`src/rtl/nibble_deframer_pkg.sv`:
```
// Shared constants and FSM encoding for the nibble deframer.
package nibble_deframer_pkg;
   localparam int unsigned NIBBLES  = 6;
   localparam int unsigned SAMPLE_W = 24;
   localparam int unsigned NIB_W    = 4;
   localparam int unsigned CNT_W    = 16;

   typedef enum logic {
      StHunt    = 1'b0,
      StCollect = 1'b1
   } state_e;
endpackage

```
`src/rtl/nibble_deframer_chan.sv`:
```
// One channel: nibble accumulator, sticky err2 flag and last-good hold concealment.
module nibble_deframer_chan
   import nibble_deframer_pkg::*;
(
   input  logic                i_clk,
   input  logic                i_reset,
   input  logic                i_start,
   input  logic                i_shift,
   input  logic                i_complete,
   input  logic [NIB_W-1:0]    i_nib,
   input  logic                i_err2,
   output logic [SAMPLE_W-1:0] o_data
);
   logic [SAMPLE_W-1:0] r_acc, r_last_good, r_data, w_acc_next;
   logic                r_bad, w_bad_next;

   always_comb begin
      w_acc_next = r_acc;
      w_bad_next = r_bad;
      if (i_start) begin
         w_acc_next = {{(SAMPLE_W-NIB_W){1'b0}}, i_nib};
         w_bad_next = i_err2;
      end else if (i_shift) begin
         w_acc_next = {r_acc[SAMPLE_W-NIB_W-1:0], i_nib};
         w_bad_next = r_bad | i_err2;
      end
   end

   always_ff @(posedge i_clk) begin
      if (i_reset) begin
         r_acc       <= '0;
         r_bad       <= 1'b0;
         r_last_good <= '0;
         r_data      <= '0;
      end else begin
         r_acc <= w_acc_next;
         r_bad <= w_bad_next;
         // A damaged sample is replaced by the most recent clean one.
         if (i_complete) begin
            if (!w_bad_next) begin
               r_data      <= w_acc_next;
               r_last_good <= w_acc_next;
            end else begin
               r_data <= r_last_good;
            end
         end
      end
   end

   assign o_data = r_data;
endmodule

```
`src/rtl/sat_counter.sv`:
```
// Statistics counter that adds 0..2 per cycle and sticks at all-ones.
module sat_counter #(
   parameter int unsigned CNT_W = 16
) (
   input  logic             i_clk,
   input  logic             i_reset,
   input  logic [1:0]       i_inc,
   output logic [CNT_W-1:0] o_count
);
   logic [CNT_W-1:0] r_count;
   logic [CNT_W:0]   w_sum;

   assign w_sum   = {1'b0, r_count} + (CNT_W+1)'(i_inc);
   assign o_count = r_count;

   always_ff @(posedge i_clk) begin
      if (i_reset) begin
         r_count <= '0;
      end else if (w_sum[CNT_W]) begin
         r_count <= '1;
      end else begin
         r_count <= w_sum[CNT_W-1:0];
      end
   end
endmodule

```
`src/rtl/nibble_deframer.sv`:
```
// Reassembles framed nibble pairs into 24-bit stereo samples with error statistics.
module nibble_deframer #(
   parameter int unsigned NIBBLES = nibble_deframer_pkg::NIBBLES,
   parameter int unsigned CNT_W   = nibble_deframer_pkg::CNT_W
) (
   input  logic                                  i_clk,
   input  logic                                  i_reset,
   input  logic                                  i_nib_valid,
   input  logic                                  i_sof,
   input  logic [nibble_deframer_pkg::NIB_W-1:0] i_nib_left,
   input  logic [nibble_deframer_pkg::NIB_W-1:0] i_nib_right,
   input  logic                                  i_err1_left,
   input  logic                                  i_err1_right,
   input  logic                                  i_err2_left,
   input  logic                                  i_err2_right,
   input  logic                                  i_write_ready,
   output logic                                  o_write,
   output logic [nibble_deframer_pkg::SAMPLE_W-1:0] o_writedata_left,
   output logic [nibble_deframer_pkg::SAMPLE_W-1:0] o_writedata_right,
   output logic [CNT_W-1:0]                      o_cnt_corr,
   output logic [CNT_W-1:0]                      o_cnt_uncorr,
   output logic [CNT_W-1:0]                      o_cnt_overrun,
   output logic [CNT_W-1:0]                      o_cnt_misalign
);
   import nibble_deframer_pkg::*;

   localparam int unsigned IDX_W = $clog2(NIBBLES + 1);

   state_e           r_state, w_state_next;
   logic [IDX_W-1:0] r_index, w_index_next;
   logic             r_pending;
   logic             w_accept, w_start, w_shift, w_complete, w_misalign, w_write;
   logic [1:0]       w_inc_corr, w_inc_uncorr, w_inc_overrun, w_inc_misalign;

   always_comb begin
      w_state_next = r_state;
      w_index_next = r_index;
      w_accept     = 1'b0;
      w_start      = 1'b0;
      w_shift      = 1'b0;
      w_misalign   = 1'b0;
      w_complete   = 1'b0;
      if (i_nib_valid) begin
         unique case (r_state)
            StHunt: begin
               if (i_sof) begin
                  w_accept     = 1'b1;
                  w_start      = 1'b1;
                  w_index_next = IDX_W'(1);
                  w_state_next = StCollect;
               end
            end
            StCollect: begin
               w_accept = 1'b1;
               if (i_sof) begin
                  w_start      = 1'b1;
                  w_misalign   = (r_index != '0);
                  w_index_next = IDX_W'(1);
               end else begin
                  w_shift      = 1'b1;
                  w_index_next = r_index + IDX_W'(1);
               end
            end
            default: ;
         endcase
         if (w_accept && (w_index_next == IDX_W'(NIBBLES))) begin
            w_complete   = 1'b1;
            w_index_next = '0;
         end
      end
   end

   always_ff @(posedge i_clk) begin
      if (i_reset) begin
         r_state   <= StHunt;
         r_index   <= '0;
         r_pending <= 1'b0;
      end else begin
         r_state <= w_state_next;
         r_index <= w_index_next;
         if (w_complete) begin
            r_pending <= 1'b1;
         end else if (w_write) begin
            r_pending <= 1'b0;
         end
      end
   end

   // Gated by reset so no transfer is signalled before pending has been cleared.
   assign w_write = r_pending & i_write_ready & ~i_reset;
   assign o_write = w_write;

   assign w_inc_corr     = w_accept ? (2'(i_err1_left) + 2'(i_err1_right)) : 2'd0;
   assign w_inc_uncorr   = w_accept ? (2'(i_err2_left) + 2'(i_err2_right)) : 2'd0;
   assign w_inc_overrun  = {1'b0, w_complete & r_pending & ~w_write};
   assign w_inc_misalign = {1'b0, w_misalign};

   nibble_deframer_chan u_chan_left (
      .i_clk      (i_clk),
      .i_reset    (i_reset),
      .i_start    (w_start),
      .i_shift    (w_shift),
      .i_complete (w_complete),
      .i_nib      (i_nib_left),
      .i_err2     (i_err2_left),
      .o_data     (o_writedata_left)
   );

   nibble_deframer_chan u_chan_right (
      .i_clk      (i_clk),
      .i_reset    (i_reset),
      .i_start    (w_start),
      .i_shift    (w_shift),
      .i_complete (w_complete),
      .i_nib      (i_nib_right),
      .i_err2     (i_err2_right),
      .o_data     (o_writedata_right)
   );

   sat_counter #(.CNT_W(CNT_W)) u_cnt_corr (
      .i_clk   (i_clk),
      .i_reset (i_reset),
      .i_inc   (w_inc_corr),
      .o_count (o_cnt_corr)
   );

   sat_counter #(.CNT_W(CNT_W)) u_cnt_uncorr (
      .i_clk   (i_clk),
      .i_reset (i_reset),
      .i_inc   (w_inc_uncorr),
      .o_count (o_cnt_uncorr)
   );

   sat_counter #(.CNT_W(CNT_W)) u_cnt_overrun (
      .i_clk   (i_clk),
      .i_reset (i_reset),
      .i_inc   (w_inc_overrun),
      .o_count (o_cnt_overrun)
   );

   sat_counter #(.CNT_W(CNT_W)) u_cnt_misalign (
      .i_clk   (i_clk),
      .i_reset (i_reset),
      .i_inc   (w_inc_misalign),
      .o_count (o_cnt_misalign)
   );
endmodule

```
`config.mk`:
```
export PLATFORM = sky130hd
export DESIGN_NAME = nibble_deframer
export DESIGN_NICKNAME = d
export VERILOG_FILES = /design/src/rtl/nibble_deframer_pkg.sv /design/src/rtl/nibble_deframer_chan.sv /design/src/rtl/sat_counter.sv /design/src/rtl/nibble_deframer.sv
export SDC_FILE = /design/constraint.sdc
export NUM_CORES = 1
export LEC_CHECK = 0
export ABC_CLOCK_PERIOD_IN_PS = 4000
export CAP_MARGIN = 30
export CORE_MARGIN = 2
export CORE_UTILIZATION = 36
export DETAILED_ROUTE_END_ITERATION = 10
export PLACE_DENSITY_LB_ADDON = 0.05
export RECOVER_POWER = 50
export SLEW_MARGIN = 15
export SYNTH_ARGS = -nofsm -noshare
export SYNTH_HDL_FRONTEND = slang
export SYNTH_SLANG_ARGS = --single-unit
```
`constraint.sdc`:
```
create_clock -name i_clk -period 4 [get_ports i_clk]
set_input_delay 0.8 -clock i_clk [delete_from_list [all_inputs] [get_ports i_clk]]
set_output_delay 0.8 -clock i_clk [all_outputs]
set_load 0.01 [all_outputs]
```
# After elaboration in Yosys (flattened, before gate mapping)
# Cells that the tools add are included.
[word_totals]
ff_bits = 167
output_inout_bits = 113
word_cells = 72
input_bits = 17
[op_classes]
add_sub_neg = 7
reduce_logical = 5
bitwise_logic = 11
n_mux = 35
eq_ne = 1
[op_table]
columns = ["op", "count"]
rows = [
  ["2-to-1 mux 24 bit", 4],
  ["2-to-1 mux 16 bit", 4],
  ["adder 16 x 1 -> 17 bit", 2],
  ["adder 16 x 2 -> 17 bit", 2],
  ["2-to-1 mux 1 bit", 19],
  ["2-to-1 mux 3 bit", 4],
  ["case mux 3 bit (2 select lines)", 1],
  ["NOT 1 bit", 5],
  ["adder 1 x 1 -> 2 bit", 2],
  ["AND 1 bit", 4],
  ["2-to-1 mux 2 bit", 2],
  ["AND reduction 2 bit", 2],
  ["adder 3 x 1 -> 3 bit (second input constant)", 1],
  ["== test 3 bit (second input constant)", 1],
  ["nonzero test 3 bit", 1],
  ["OR 1 bit", 2],
  ["case mux 1 bit (2 select lines)", 1],
  ["nonzero test 2 bit", 1],
  ["logical AND 1 bit", 1],
]

# Longest topological paths before layout
[depth]
depth_word = 12
mapped_depth = 12
ltp_nobuf = 11

# Hierarchy
# From an unflattened synthesis, not the netlist that was laid out.
[hier_totals]
hier_cells = 704
hier_area_um2 = 7400.8
[by_module_without_submodules]
columns = ["module", "area_each_um2", "instances", "seq_area_each_um2", "cells_per_inst"]
rows = [
  ["nibble_deframer_chan", 1930.6, 2, 980.9, 163],
  ["sat_counter", 790.8, 4, 320.3, 84],
  ["nibble_deframer", 376.6, 1, 100.1, 42],
]

# Worst setup path before layout
# OpenSTA, ideal clock, no wires.
[synth_path]
path_type = "in2reg"
from = "input i_sof"
to = "register u_cnt_uncorr.r_count[14] (netlist: u_cnt_uncorr.o_count[14])"
path_buffers = 2
stages = 11
path_slack_ps = 538
required_time_ps = 3869
setup_time_ps = 131
t_arrival_ps = 3331
path_cell_list = "clkbuf_1 > o21a_1 > clkbuf_1 > and2_1 > ha_1 > inv_1 > fa_1 > nand3b_1 > nor4_1 > and4b_1 > nor3_1"
[synth_between]
elab_chain_cells = 7
[synth_rtl]
columns = ["item", "line", "text"]
rows = [
  ["from (decl)", "nibble_deframer.sv:9", "input logic i_sof,"],
  ["2-to-1 mux 1 bit", "nibble_deframer.sv:46", "if (i_sof) begin"],
  ["case mux 1 bit (2 select lines)", "nibble_deframer.sv:44", "unique case (r_state)"],
  ["2-to-1 mux 1 bit (2 in series)", "nibble_deframer.sv:43", "if (i_nib_valid) begin"],
  ["2-to-1 mux 2 bit", "nibble_deframer.sv:94", "assign w_inc_uncorr = w_accept ? (2'(i_err2_left) + 2'(i_err2_right)) : 2'd0;"],
  ["adder 16 x 2 -> 17 bit", "sat_counter.sv:13", "assign w_sum = {1'b0, r_count} + (CNT_W+1)'(i_inc);"],
  ["2-to-1 mux 16 bit", "sat_counter.sv:19", "end else if (w_sum[CNT_W]) begin"],
  ["to (signal assigned)", "sat_counter.sv:22", "r_count <= w_sum[CNT_W-1:0];"],
  ["to (decl)", "sat_counter.sv:10", "logic [CNT_W-1:0] r_count;"],
]
# No other way between the ends. The select of a mux whose other input is x is not followed.
# A chain may end at the register's enable or synchronous reset.

# Final worst setup path
[layout_path]
from = "input i_nib_valid"
to = "register u_cnt_uncorr.r_count[13] (netlist: u_cnt_uncorr.o_count[13])"
[layout_between]
elab_chain_cells = 4
[layout_rtl]
columns = ["item", "line", "text"]
rows = [
  ["from (decl)", "nibble_deframer.sv:8", "input logic i_nib_valid,"],
  ["2-to-1 mux 1 bit", "nibble_deframer.sv:43", ""],
  ["2-to-1 mux 2 bit", "nibble_deframer.sv:94", ""],
  ["adder 16 x 2 -> 17 bit", "sat_counter.sv:13", ""],
  ["2-to-1 mux 16 bit", "sat_counter.sv:19", ""],
]
# No other way between the ends.

==> out/results.tsv <==
metric	value	unit
outcome	complete, but fails checks	
failing checks	capacitance limit, slew limit	
Syn Area/Cell	9.34	µm²
die height	144	µm
dominant cells by area after synthesis	dfxtp_1 48%, a21oi_1 7.8%, mux2_2 5.9%	
worst min path class	reg2reg	
Reg clk slew, reported paths	0.07	ns
Critical Path Fanout Max	11	
share of layout cells above drive strength 1	11.2	%
CP bufs+invs	2	
std cell rows	51	
Max transition margin	-25.9	%
Post-DRT Antenna Nets	0	
Leakage	3.49	nW
GR Util met2	26.9	%
global route overflow	0	
mapped cell area	0.00702	mm²
via count	5795	
final period utilization	87.3	%
asr flop ratio synth	0	%
crit path capture	u_cnt_uncorr.o_count[13]	
top cell family by delay on the critical path	simple AND/OR/NAND/NOR gates	
Worst Slack Setup Final	0.507	ns
clk sinks	167	
library cells used by synthesis	46	
Clock Skew	0.0121	ns
Finished Core Util	47.2	%
FF-to-FF End	u_cnt_uncorr.o_count[13]	
CTS root buffer	clkbuf_16	
initial antenna violation count	1	
Yosys top cell by area	dfxtp_1	
Slew Viols, Final	168	
DR iter-0 viols	300	
Synth-to-Final Area Change	29.9	%
Yosys warning count	0	
WP depth	10	
syn nets	783	
Tmin final	3.49	ns
top-area cell type share of the netlist area	47.6	%
# setup viols final	0	
full die area	0.0206	mm²
worst path cell trace	clkdlybuf4s50_1 > o21a_1 > and2_1 > ha_1 > inv_1 > fa_1 > nand3b_1 > nor2_1 > nand3_1 > a211oi_1	
I/O Buffers	129	
VDD IR-drop max	0.000283	V
met3 usage	4.23	%
largest net degree at the start of global routing	168	
Final nets	896	
register area share after synthesis	47.6	%
Pre-antenna DRT Iters	6	
DRC errors left	0	
worst skew pair latency	0.43	ns
number of global-route vias before repair	5442	
Setup Fix Bufs, Post-CTS	0	
CP peak stage delay	0.62	ns
IO Pins	130	
area of the core	0.0193	mm²
starting density of the core	36.3	%
Post-Place Setup Slack	0.125	ns
synthesized flop and latch total	167	
Synth Flop Type	dfxtp_1	
r2r startpoint	r_state	
Arr. time, crit path	3.81	ns
RSZ-0062 raised after global routing	no	
Crit path required time	4.31	ns
global-route wire length before repair	27600	µm
CTS tree	built	
met1 Resource Use GR	22.2	%
flop2flop setup slack	1.05	ns
number of buffers created by CTS	17	
max-cap violations	1	
htree depth	4	
post-detail-place hpwl	11000	µm
GPL Wtd Cong	0.801	
DRT Wirelength	17100	µm
EDFF count, synth	0	
hold_buf cts	0	
Post-Syn Instances	752	
pwr/cell area	387	mW/mm²
Fmax	286	MHz
CP startpoint	i_nib_valid	
R2R cell count	9	
GRT Total Usage	16.8	%
CTS Buffer Depth	2	
GR peak layer	met2	
die width	144	µm
Setup TNS	0	ns
DR vias/cell	5.07	
CP Class	in2reg	
Avg WL per Cell	15.0	µm
Critical Path End Type	flop	
worst-margin pin slew	1.89	ns
Slowest cell on crit path	clkdlybuf4s50_1	
post_cts resized	0	
final hold vios	0	
Setup crit start kind	input port	
-- tightest hold or removal path, stage by stage (launching register included) --
cell and delay, ns:
dfxtp_1 0.31, nand2_1 0.05, a21oi_1 0.06
-- cell usage in the layout (no fill, tap or decap), types with 7 or more instances in the layout --
master           count
a31oi_1              9
and2_1               7
ha_1                12
inv_1               18
nand3_1             55
nand2_1             80
nor3_1               9
clkbuf_16           17
xor2_1              15
nor2b_1             51
dfxtp_1            167
xnor2_1             23
mux2_2              37
dlygate4sd3_1       85
buf_4                8
clkdlybuf4s50_1     43
mux2_4              10
nand4_1             14
nor4_1              13
a21oi_1            109
nor2_1              20
-- synth_stat cells (6+ instances only) --
| library cell | instances |
|---|---|
| dfxtp_1 | 167 |
| a21oi_1 | 109 |
| nand2_1 | 80 |
| nand3_1 | 55 |
| nor2b_1 | 51 |
| mux2_2 | 37 |
| clkbuf_1 | 30 |
| xnor2_1 | 23 |
| nor2_1 | 20 |
| inv_1 | 18 |
| xor2_1 | 15 |
| nand4_1 | 14 |
| nor4_1 | 13 |
| ha_1 | 12 |
| mux2_4 | 10 |
| a31oi_1 | 9 |
| nor3_1 | 9 |
| and2_1 | 7 |
| and4_1 | 6 |
| buf_1 | 6 |
-- cells by family (layout without fill, tap and decap cells) --
family | count (synthesis) | after routing | share of synthesized area (%)
DFF | 167 | 167 | 47.6
buffers and inverters | 62 | 188 | 3.81
xor gates and xnor gates | 38 | 38 | 4.74
adders and majority gates | 14 | 14 | 2.71
and+or+nand+nor | 279 | 279 | 21.0
other | 0 | 1 | 0
AOI/OAI and AO/OA | 142 | 142 | 11.6
muxes | 50 | 50 | 8.51
-- through the flow --
| step | cells | instance area (µm²) | power (mW) | hold WS [ns] |
|---|---|---|---|---|
| 2_1_floorplan | 752 | 7020 | 1.79 | 0.446 |
| 3_3_place_gp | 1111 | 8520 | 1.84 | 0.458 |
| 3_5_place_dp | 1111 | 8520 | 1.84 | 0.464 |
| 4_1_cts | 1143 | 9140 | 3.57 | 0.474 |
| 5_1_grt | 1143 | 9120 | 3.66 | 0.499 |
| 6_report | 1144 | 9130 | 3.53 | 0.472 |
-- flip-flops by register name (all words and copies together), names as in the netlist --
register / cells
r_index: 3
r_pending: 1
r_state: 1
u_chan_left.r_acc: 24
u_chan_left.r_bad: 1
u_chan_left.r_last_good: 24
u_chan_right.r_acc: 24
u_chan_right.r_bad: 1
u_chan_right.r_last_good: 24
u_cnt_corr.o_count: 16
u_cnt_misalign.o_count: 16
u_cnt_overrun.o_count: 16
u_cnt_uncorr.o_count: 16
-- how the worst min path moves through the flow --
stage / start / end / cells after the start
4_1_cts: u_chan_right.r_acc[16] / u_chan_right.r_acc[20] / 2
3_5_place_dp: u_chan_right.r_acc[16] / u_chan_right.r_acc[20] / 2
5_1_grt: u_chan_right.r_acc[20] / u_chan_right.r_acc[20] / 2
3_3_place_gp: u_chan_left.r_acc[23] / u_chan_left.r_acc[23] / 2
6_report: u_chan_left.r_acc[17] / u_chan_left.r_acc[21] / 2
2_1_floorplan: u_chan_left.r_acc[6] / u_chan_left.r_acc[10] / 2
-- power breakdown --
part | total, mW | internal [mW] | switching [mW]
Sequential | 1.68 | 1.67 | 0.00915
Clock | 1.73 | 1.00 | 0.731
Combinational | 0.115 | 0.0380 | 0.0769
Total | 3.53 | 2.71 | 0.817
-- per-layer routing --
layer / wire length, µm / up-vias
li1: - / 2844
met1: 7910 / 2800
met2: 8260 / 131
met3: 707 / 20
met4: 240 / 0
met5: 0 / -
-- layout make-up --
| cell class | instances | area, µm² |
|---|---|---|
| antenna | 1 | 2.50 |
| clock buffer | 17 | 425 |
| clock inverter | 15 | 189 |
| fill | 1848 | 10200 |
| inverter | 18 | 67.6 |
| multi-input combinational | 523 | 3410 |
| sequential | 167 | 3340 |
| tap | 265 | 332 |
| timing repair buffer | 138 | 1350 |
(Power assumes the default switching activity.)
